===== src/rtl/i2s_pkg.sv =====
// Shared constants and helpers for the I2S receive path: FIFO entry width,
// slot/sample defaults, word-select encoding and sample sign extension.
package i2s_pkg;

  localparam int ENTRY_W      = 32;
  localparam int SLOT_W_DEF   = 32;
  localparam int SAMPLE_W_DEF = 24;
  localparam int IDX_W        = $clog2(ENTRY_W);

  typedef enum logic {
    WS_LEFT  = 1'b0,
    WS_RIGHT = 1'b1
  } ws_e;

  // Replicates bit (width-1) of a zero-extended sample into all higher bits.
  function automatic logic [ENTRY_W-1:0] sign_extend(input logic [ENTRY_W-1:0] raw,
                                                     input int width);
    logic [ENTRY_W-1:0] low_mask;
    logic [IDX_W-1:0]   msb_idx;
    low_mask = (ENTRY_W'(1) << width) - ENTRY_W'(1);
    msb_idx  = IDX_W'(width - 1);
    return raw[msb_idx] ? (raw | ~low_mask) : (raw & low_mask);
  endfunction

endpackage


===== src/rtl/sync_fifo.sv =====
// Synchronous first-word-fall-through FIFO with extra-bit pointers, shared
// with the DMAC. A push while full with no pop is dropped and flagged on drop_o.
module sync_fifo
  import i2s_pkg::*;
#(
  parameter int WIDTH = ENTRY_W,
  parameter int DEPTH = 8
) (
  input  logic                   clk_i,
  input  logic                   rst_i,
  input  logic                   push_i,
  input  logic [WIDTH-1:0]       wdata_i,
  input  logic                   pop_i,
  output logic [WIDTH-1:0]       rdata_o,
  output logic [$clog2(DEPTH):0] level_o,
  output logic                   full_o,
  output logic                   empty_o,
  output logic                   drop_o
);

  localparam int AW    = $clog2(DEPTH);
  localparam int PTR_W = AW + 1;

  logic [WIDTH-1:0] mem_q [DEPTH];
  logic [PTR_W-1:0] wr_ptr_q, wr_ptr_d;
  logic [PTR_W-1:0] rd_ptr_q, rd_ptr_d;
  logic             do_push, do_pop;

  assign level_o = wr_ptr_q - rd_ptr_q;
  assign empty_o = (wr_ptr_q == rd_ptr_q);
  assign full_o  = (wr_ptr_q[AW-1:0] == rd_ptr_q[AW-1:0]) && (wr_ptr_q[AW] != rd_ptr_q[AW]);

  // A pop in the same cycle frees the slot, so a full FIFO still accepts the push.
  assign do_pop  = pop_i && !empty_o;
  assign do_push = push_i && (!full_o || do_pop);
  assign drop_o  = push_i && !do_push;

  assign rdata_o = empty_o ? '0 : mem_q[rd_ptr_q[AW-1:0]];

  always_comb begin
    wr_ptr_d = wr_ptr_q;
    rd_ptr_d = rd_ptr_q;
    if (do_push) wr_ptr_d = wr_ptr_q + PTR_W'(1);
    if (do_pop)  rd_ptr_d = rd_ptr_q + PTR_W'(1);
  end

  always_ff @(posedge clk_i) begin
    if (rst_i) begin
      wr_ptr_q <= '0;
      rd_ptr_q <= '0;
    end else begin
      wr_ptr_q <= wr_ptr_d;
      rd_ptr_q <= rd_ptr_d;
    end
  end

  // Storage needs no reset: contents are only visible behind the pointers.
  always_ff @(posedge clk_i) begin
    if (do_push) mem_q[wr_ptr_q[AW-1:0]] <= wdata_i;
  end

endmodule


===== src/rtl/i2s_rx_fifo.sv =====
// I2S master receiver: BCLK/WS generation, DIN deserialiser and sample FIFO with DMA request.
// Define I2S_STEREO_EN to capture both slots ({ws, 31-bit sample}); default keeps the left slot only.
module i2s_rx_fifo
  import i2s_pkg::*;
#(
  parameter int CLK_DIV    = 4,
  parameter int SAMPLE_W   = SAMPLE_W_DEF,
  parameter int SLOT_W     = SLOT_W_DEF,
  parameter int FIFO_DEPTH = 8,
  parameter int DMA_THRESH = 4
) (
  input  logic                        HCLK,
  input  logic                        HRESET,
  input  logic                        en,
  input  logic                        i2s_din,
  output logic                        i2s_bclk,
  output logic                        i2s_ws,
  input  logic                        rd_en,
  output logic [ENTRY_W-1:0]          rd_data,
  output logic [$clog2(FIFO_DEPTH):0] fifo_level,
  output logic                        fifo_empty,
  output logic                        fifo_full,
  output logic                        dma_req,
  output logic                        overrun,
  input  logic                        clr_overrun
);

`ifdef I2S_STEREO_EN
  localparam bit STEREO = 1'b1;
`else
  localparam bit STEREO = 1'b0;
`endif

  localparam int DIV_W = $clog2(CLK_DIV);
  localparam int BIT_W = $clog2(2 * SLOT_W);
  localparam int LVL_W = $clog2(FIFO_DEPTH) + 1;

  logic [DIV_W-1:0]    div_q, div_d;
  logic                bclk_q, bclk_d;
  logic [BIT_W-1:0]    bit_cnt_q, bit_cnt_d;
  logic [SAMPLE_W-1:0] shift_q, shift_d;
  logic                push_q, push_d;
  ws_e                 push_ws_q, push_ws_d;
  logic                overrun_q, overrun_d;

  logic                div_wrap, rise_stb, fall_stb;
  ws_e                 ws;
  logic [BIT_W-1:0]    slot_k;
  logic                capture;
  logic [ENTRY_W-1:0]  sample_ext, fifo_wdata;
  logic                fifo_drop;

  assign div_wrap = en && (div_q == DIV_W'(CLK_DIV - 1));
  assign rise_stb = div_wrap && !bclk_q;
  assign fall_stb = div_wrap && bclk_q;

  assign ws     = (bit_cnt_q >= BIT_W'(SLOT_W)) ? WS_RIGHT : WS_LEFT;
  assign slot_k = (ws == WS_RIGHT) ? (bit_cnt_q - BIT_W'(SLOT_W)) : bit_cnt_q;

  // One-bit I2S delay: slot bit 0 carries the previous word's LSB, data occupies bits 1..SAMPLE_W.
  assign capture = rise_stb && (slot_k >= BIT_W'(1)) && (slot_k <= BIT_W'(SAMPLE_W))
                   && (STEREO || (ws == WS_LEFT));

  always_comb begin
    div_d     = div_q;
    bclk_d    = bclk_q;
    bit_cnt_d = bit_cnt_q;
    shift_d   = shift_q;
    push_d    = 1'b0;
    push_ws_d = push_ws_q;
    if (!en) begin
      div_d     = '0;
      bclk_d    = 1'b0;
      bit_cnt_d = '0;
      shift_d   = '0;
    end else begin
      div_d = div_wrap ? '0 : div_q + DIV_W'(1);
      if (div_wrap) bclk_d = ~bclk_q;
      if (fall_stb) begin
        bit_cnt_d = (bit_cnt_q == BIT_W'(2 * SLOT_W - 1)) ? '0 : bit_cnt_q + BIT_W'(1);
      end
      if (capture) begin
        shift_d = {shift_q[SAMPLE_W-2:0], i2s_din};
        if (slot_k == BIT_W'(SAMPLE_W)) begin
          push_d    = 1'b1;
          push_ws_d = ws;
        end
      end
    end
  end

  // Set wins over clear so a drop coinciding with a software clear is never lost.
  always_comb begin
    overrun_d = overrun_q;
    if (fifo_drop)        overrun_d = 1'b1;
    else if (clr_overrun) overrun_d = 1'b0;
  end

  always_ff @(posedge HCLK) begin
    if (HRESET) begin
      div_q     <= '0;
      bclk_q    <= 1'b0;
      bit_cnt_q <= '0;
      shift_q   <= '0;
      push_q    <= 1'b0;
      push_ws_q <= WS_LEFT;
      overrun_q <= 1'b0;
    end else begin
      div_q     <= div_d;
      bclk_q    <= bclk_d;
      bit_cnt_q <= bit_cnt_d;
      shift_q   <= shift_d;
      push_q    <= push_d;
      push_ws_q <= push_ws_d;
      overrun_q <= overrun_d;
    end
  end

  assign sample_ext = sign_extend(ENTRY_W'(shift_q), SAMPLE_W);
  assign fifo_wdata = STEREO ? {push_ws_q, sample_ext[ENTRY_W-2:0]} : sample_ext;

  sync_fifo #(
    .WIDTH (ENTRY_W),
    .DEPTH (FIFO_DEPTH)
  ) u_fifo (
    .clk_i   (HCLK),
    .rst_i   (HRESET),
    .push_i  (push_q),
    .wdata_i (fifo_wdata),
    .pop_i   (rd_en),
    .rdata_o (rd_data),
    .level_o (fifo_level),
    .full_o  (fifo_full),
    .empty_o (fifo_empty),
    .drop_o  (fifo_drop)
  );

  // Outputs are gated by en so that disabling silences the bus in the same cycle.
  assign i2s_bclk = en && bclk_q;
  assign i2s_ws   = en && (ws == WS_RIGHT);
  assign dma_req  = (fifo_level >= LVL_W'(DMA_THRESH));
  assign overrun  = overrun_q;

endmodule

===== config.mk =====
export PLATFORM = sky130hd
export DESIGN_NAME = i2s_rx_fifo
export DESIGN_NICKNAME = d
export VERILOG_FILES = /design/src/rtl/i2s_pkg.sv /design/src/rtl/sync_fifo.sv /design/src/rtl/i2s_rx_fifo.sv
export SDC_FILE = /design/constraint.sdc
export NUM_CORES = 1
export LEC_CHECK = 0
export ABC_AREA = 1
export CORE_ASPECT_RATIO = 0.9
export CORE_MARGIN = 2
export CORE_UTILIZATION = 50
export CTS_BUF_LIST = sky130_fd_sc_hd__clkbuf_8
export DETAILED_ROUTE_END_ITERATION = 8
export GPL_TIMING_DRIVEN = 0
export PLACE_DENSITY = 0.66
export REMOVE_ABC_BUFFERS = 1
export SKIP_LAST_GASP = 1
export SYNTH_ARGS = -nofsm -noshare
export SYNTH_HDL_FRONTEND = slang
export SYNTH_SLANG_ARGS = --single-unit

===== constraint.sdc =====
create_clock -name HCLK -period 5.4 [get_ports HCLK]
set_clock_uncertainty 0.2 [all_clocks]
set_input_delay 1.08 -clock HCLK [delete_from_list [all_inputs] [get_ports HCLK]]
set_output_delay 1.08 -clock HCLK [all_outputs]
set_load 0.02 [all_outputs]

# == After elaboration in Yosys (flattened, before gate mapping) ==
# Memory sizes are Yosys's and may differ from the RTL's. A register that Yosys moved wholly into a read port is not among the register bits.
# Cells that the tools add are included.
# Widths: inputs -> output; s select.
# word_totals
ff_bits,43
latch_bits,0
ram_bits,256
rom_bits,0
inputBits,6
output_inout_bits,42
n_memories,1
# mem_list
name,words,width,rd,rd_ports_with_merged_regs,wr,line,source
u_fifo.mem_q,8,32,1,1,1,sync_fifo.sv:24,logic [WIDTH-1:0] mem_q [DEPTH];
# classes
add_sub_neg,6
n_mul,0
n_div,0
magnitude_cmp,4
n_eq_ne,6
shifts,0
muxes,12
bitwise,4
reduce_logical,21
# op_table
cell,n
$mux 32,2
$logic_and 1x1->1,12
$mux 6,2
$add 4x1->4 const B,2
$add 6x1->6 const B,1
$eq 6x5->1 const B,1
$eq 6x6->1 const B,1
$ge 6x1->1 const B,1
$ge 6x6->1 const B,1
$le 6x5->1 const B,1
$mux 1,6
$mux 3,2
$reduce_or 3->1,2
$sub 6x6->6 const B,1
$eq 4x4->1,1
$ge 4x3->1 const B,1
$logic_not 1->1,4
$not 1->1,4
$sub 4x4->4,1
$eq 3x3->1,1
$add 2x1->2 const B,1
$eq 2x2->1 const B,1
$reduce_bool 2->1,1
$reduce_or 2->1,1
2 further kinds,2

# == Depth between registers and ports, before layout ==
# Gate-level depths: netlist (run 1).
# depth
depth_word,9
depth_mapped,10
depth_no_buf,10

# == By module ==
# Synthesis (run 1) repeated with hierarchy kept, for this count alone.
# unflattened
cells_unflattened,1157
hier_area_um2,12478.2
# by_module_without_submodules
mod,n_inst,cells_each,area_per_inst_um2,seq_area_each_um2
sync_fifo,1,923,10849.2,7907.6
i2s_rx_fifo,1,234,1629.1,700.7

# == Least setup slack after synthesis (run 1) ==
# OpenSTA, ideal clock, no wires.
# synth_path
path_kind,register to output
start,register u_fifo.wr_ptr_q[0]
end,output rd_data[24]
t_arrival_ns,2.258
setup_slack_ns,1.862
stages_incl_launch_ff,10
path_cell_list,dfxtp_1 > inv_1 > ha_1 > inv_1 > nor2_2 > nand3_2 > clkbuf_1 > nand2_1 > nor2_1 > buf_4
# synth_between
elab_chain_cells,2
# synth_lines
item,line,source
"start, declared",sync_fifo.sv:25,"logic [PTR_W-1:0] wr_ptr_q, wr_ptr_d;"
"start signal, assigned",sync_fifo.sv:52,wr_ptr_q <= wr_ptr_d;
$eq 4x4->1,sync_fifo.sv:30,assign empty_o = (wr_ptr_q == rd_ptr_q);
$mux 32,sync_fifo.sv:38,assign rdata_o = empty_o ? '0 : mem_q[rd_ptr_q[AW-1:0]];
"end, declared",i2s_rx_fifo.sv:19,"output logic [ENTRY_W-1:0] rd_data,"
# Every way passes these cells.

==> results of run 1 <==
cell type report:
cell class	instances	area, um2	area share [%]
clock inverters	25	98.8	0.881
multi-input cells	605	2730	24.3
repair buffers	52	578	5.15
well taps	250	313	2.79
inverters	54	205	1.83
clock buffers	44	606	5.39
flip-flops and latches	238	6700	59.6
cell families after synthesis:
family                   after synthesis  synth area share [%]
AO/OA/AOI/OAI                        135                  6.83
AND/OR/NAND/NOR                      453                  18.2
buffers and inverters                108                  5.41
flip-flops                           238                  67.6
adder cells (fa/ha/maj)               11                  1.47
XOR/XNOR                               6                 0.531
layer usage:
metal | global-route usage (%) | vias up | share of wire, %
li1 | - | 3242 | -
met1 | 25.4 | 2964 | 47
met2 | 31.3 | 159 | 46
met3 | 3.18 | 39 | 4.9
met4 | 6.44 | 0 | 2.2
met5 | 0 | - | 0
path summary, 6_finish.rpt:
kind	endpoint	slack [ns]	depth (start not counted)
max reg2reg	u_fifo.mem_q[0][16]	2.39	9
min	div_q[0]	0.24	1
max	rd_data[26]	0.39	7
min reg2reg	div_q[0]	0.24	1
layout by cell type (no fill, tap or decap), drive strengths merged:
| cell type | instances |
|---|---|
| edfxtp | 192 |
| inv | 68 |
| nor4 | 1 |
| xor2 | 4 |
| xnor2 | 2 |
| clkinv | 10 |
| clkinvlp | 1 |
| nand2 | 115 |
| ha | 10 |
| o21ai | 125 |
| a21oi | 10 |
| fa | 1 |
| nand3 | 37 |
| dfxtp | 46 |
| buf | 5 |
| nor3 | 4 |
| clkbuf | 44 |
| nand3b | 1 |
| clkdlybuf4s50 | 47 |
| nor2 | 293 |
| nor3b | 1 |
| nand4 | 1 |
power by group through the flow:
stage / Sequential (mW) / Clock, mW / Combinational (mW)
after CTS: 1.98 / 1.44 / 0.365
after global routing: 1.98 / 1.52 / 0.400
final: 1.98 / 1.41 / 0.360
after floorplan: 2.02 / 0 / 0.205
after detailed placement: 2.02 / 0 / 0.365
after global placement: 2.04 / 0 / 0.344
flip-flops by register name, indices dropped and copies added (netlist names), named ones only:
register / cells
overrun: 1
u_fifo.wr_ptr_q: 4
bit_cnt_q: 6
push_q: 1
bclk_q: 1
u_fifo.mem_q: 192
u_fifo.rd_ptr_q: 4
shift_q: 24
div_q: 2
per-stage QoR:
| step | utilization, % | setup WS (ns) | total power, mW |
|---|---|---|---|
| floorplan | - | -0.482 | 2.23 |
| global placement | 53.7 | -1.44 | 2.38 |
| detailed placement | 54.6 | 0.851 | 2.39 |
| CTS | 58.2 | 0.290 | 3.79 |
| global route | 58.2 | 0.0462 | 3.90 |
| finish | 58.2 | 0.388 | 3.76 |
critical path, cell delays in order, from the launching register on:
cell and delay, ns:
dfxtp_4 0.88, inv_1 0.71, nor2_1 0.24, o21ai_1 0.09, nand3_1 0.12, nand2_1 0.05, nor2_1 0.38, clkdlybuf4s50_1 0.70
==> reports/metrics.csv, run 1 <==
stage;metric;value;unit
clock_tree;cts.sinks;238;
sta;fmax;200;MHz
yosys;ys_warn_count;0;
floorplanning;dieArea;20900;um2
layout;fillCellCount;1604;
clock_tree;clkTransAtPathRegs;0.06;ns
power_and_ir_drop;leakage;4.05;nW
yosys;synthDistinctLibCells;31;
floorplanning;die_h;137;um
floorplanning;rows;48;
yosys;synth.avg_cell_area;10.4;um2
power_and_ir_drop;irDropWorstVdd;0.000158;V
sta;worst_pin_slew;1.01;ns
sta;setup_viol;0;
clock_tree;cts_resized;0;
clock_tree;cts_buffers;39;
clock_tree;cts-root-buf;clkbuf_8;
setup_path;r2r-start;u_fifo.rd_ptr_q[1];
setup_path;worstPathMaxFanout;73;
route;wl;19600;um
yosys;synth_area;9890;um2
layout;fin_cells;1268;
placed_design;place_area;10500;um2
run_status;status;complete, no violations;
route;wire_per_inst;15.5;um
route;vias;6404;
clock_tree;holdBufCountCts;0;
yosys;ys_ff_latch;238;
setup_path;crit_type;register to primary output;
sta;min_period_over_period;92.8;%
setup_path;worstSetupEndpointType;primary output;
clock_tree;cts_tree;built;
power_and_ir_drop;clkPwrFrac;37.6;%
global_route;grt_antenna_before_repair;0;
power_and_ir_drop;p_comb_share;9.6;%
floorplanning;start_util;51.3;%
setup_path;worstSetupStartpointType;register;
route;ant_nets;0;
route;dr.pass1.iters;5;
setup_path;worstPathRequired;4.12;ns
layout;area_growth;13.5;%
yosys;synthTopCellsByCount;nor2_1 (290), edfxtp_1 (192), nand2_1 (115), o21ai_0 (112), inv_1 (49);
global_route;grt_pass1_wl;30900;um
route;vias_per_cell;5.05;
placed_design;port_buffers;47;
clock_tree;clkLatencyLatePin;0.52;ns
global_route;overflow;0;
placed_design;dp_hpwl;9930;um
route;drt_iter0_markers;524;
power_and_ir_drop;p_per_area;335;nW/um2
route;drcViolationCount;0;
layout;antenna_cells;0;
power_and_ir_drop;p_int;2.84;mW
floorplanning;die_w;152;um
setup_path;arrival;3.73;ns
global_route;grt_pass1_vias;5924;
clock_tree;cts_setup_buffers;0;
yosys;yosys-top-cells-area;edfxtp_1 (58%), nor2_1 (11%), dfxtp_1 (9.3%), o21ai_0 (5.7%), nand2_1 (4.4%);
sta;finalHoldViolations;0;
placed_design;place_congestion;0.765;
global_route;grt_max_degree;97;
sta;finalCriticalPeriod;5.01;ns
global_route;track_usage;18.8;%
sta;fin_setup_tns;0;ns
power_and_ir_drop;switching_share;24.3;%
power_and_ir_drop;power_switching;914;uW
hold_path;holdCritStartpoint;div_q[0];
floorplanning;io_pins;48;
yosys;yosys.area.top_type;edfxtp_1;
layout;nets;1007;
yosys;synthFlopType;edfxtp_1;
clock_tree;h-tree-depth;2;
clock_tree;cts_buffer_depth;3;
sta;drv_slew;0;
power_and_ir_drop;seqPwrFrac;52.8;%
yosys;seq_area_frac_synth;67.6;%
yosys;postSynthCellCount;951;
yosys;yosysMostFrequentCell;nor2_1;
yosys;synth_edf_count;192;
hold_path;hp-class;register to register;
layout;stdcell_area;11200;um2
sta;rsz0062_at_grt;no;
yosys;synth_top_area_share;58.3;%
sta;slew_headroom;32.3;%
layout;drive_gt1_share;7.17;%
run;drv_cap;0;
floorplanning;core_area;19300;um2
placed_design;dp_cells;1199;
sta;whs;0.240;ns
yosys;postSynth.asyncResetShare;0;%
(Power assumes the default switching activity.)
==> run 2: changes to the inputs <==
--- a/config.mk
+++ b/config.mk
@@ -12,6 +12,7 @@
 export CTS_BUF_LIST = sky130_fd_sc_hd__clkbuf_8
 export DETAILED_ROUTE_END_ITERATION = 8
 export GPL_TIMING_DRIVEN = 0
+export HOLD_SLACK_MARGIN = 0.06
 export PLACE_DENSITY = 0.66
 export REMOVE_ABC_BUFFERS = 1
 export SKIP_LAST_GASP = 1
==> results of run 2 <==
Same layout as run 1: the final DEF is identical, and so are final timing and power.
==> run 3: changes to the inputs <==
--- a/config.mk
+++ b/config.mk
@@ -6,6 +6,7 @@
 export NUM_CORES = 1
 export LEC_CHECK = 0
 export ABC_AREA = 1
+export ABC_CLOCK_PERIOD_IN_PS = 5400
 export CORE_ASPECT_RATIO = 0.9
 export CORE_MARGIN = 2
 export CORE_UTILIZATION = 50
==> results of run 3 <==
Same layout as run 1: the final DEF is identical, and so are final timing and power.
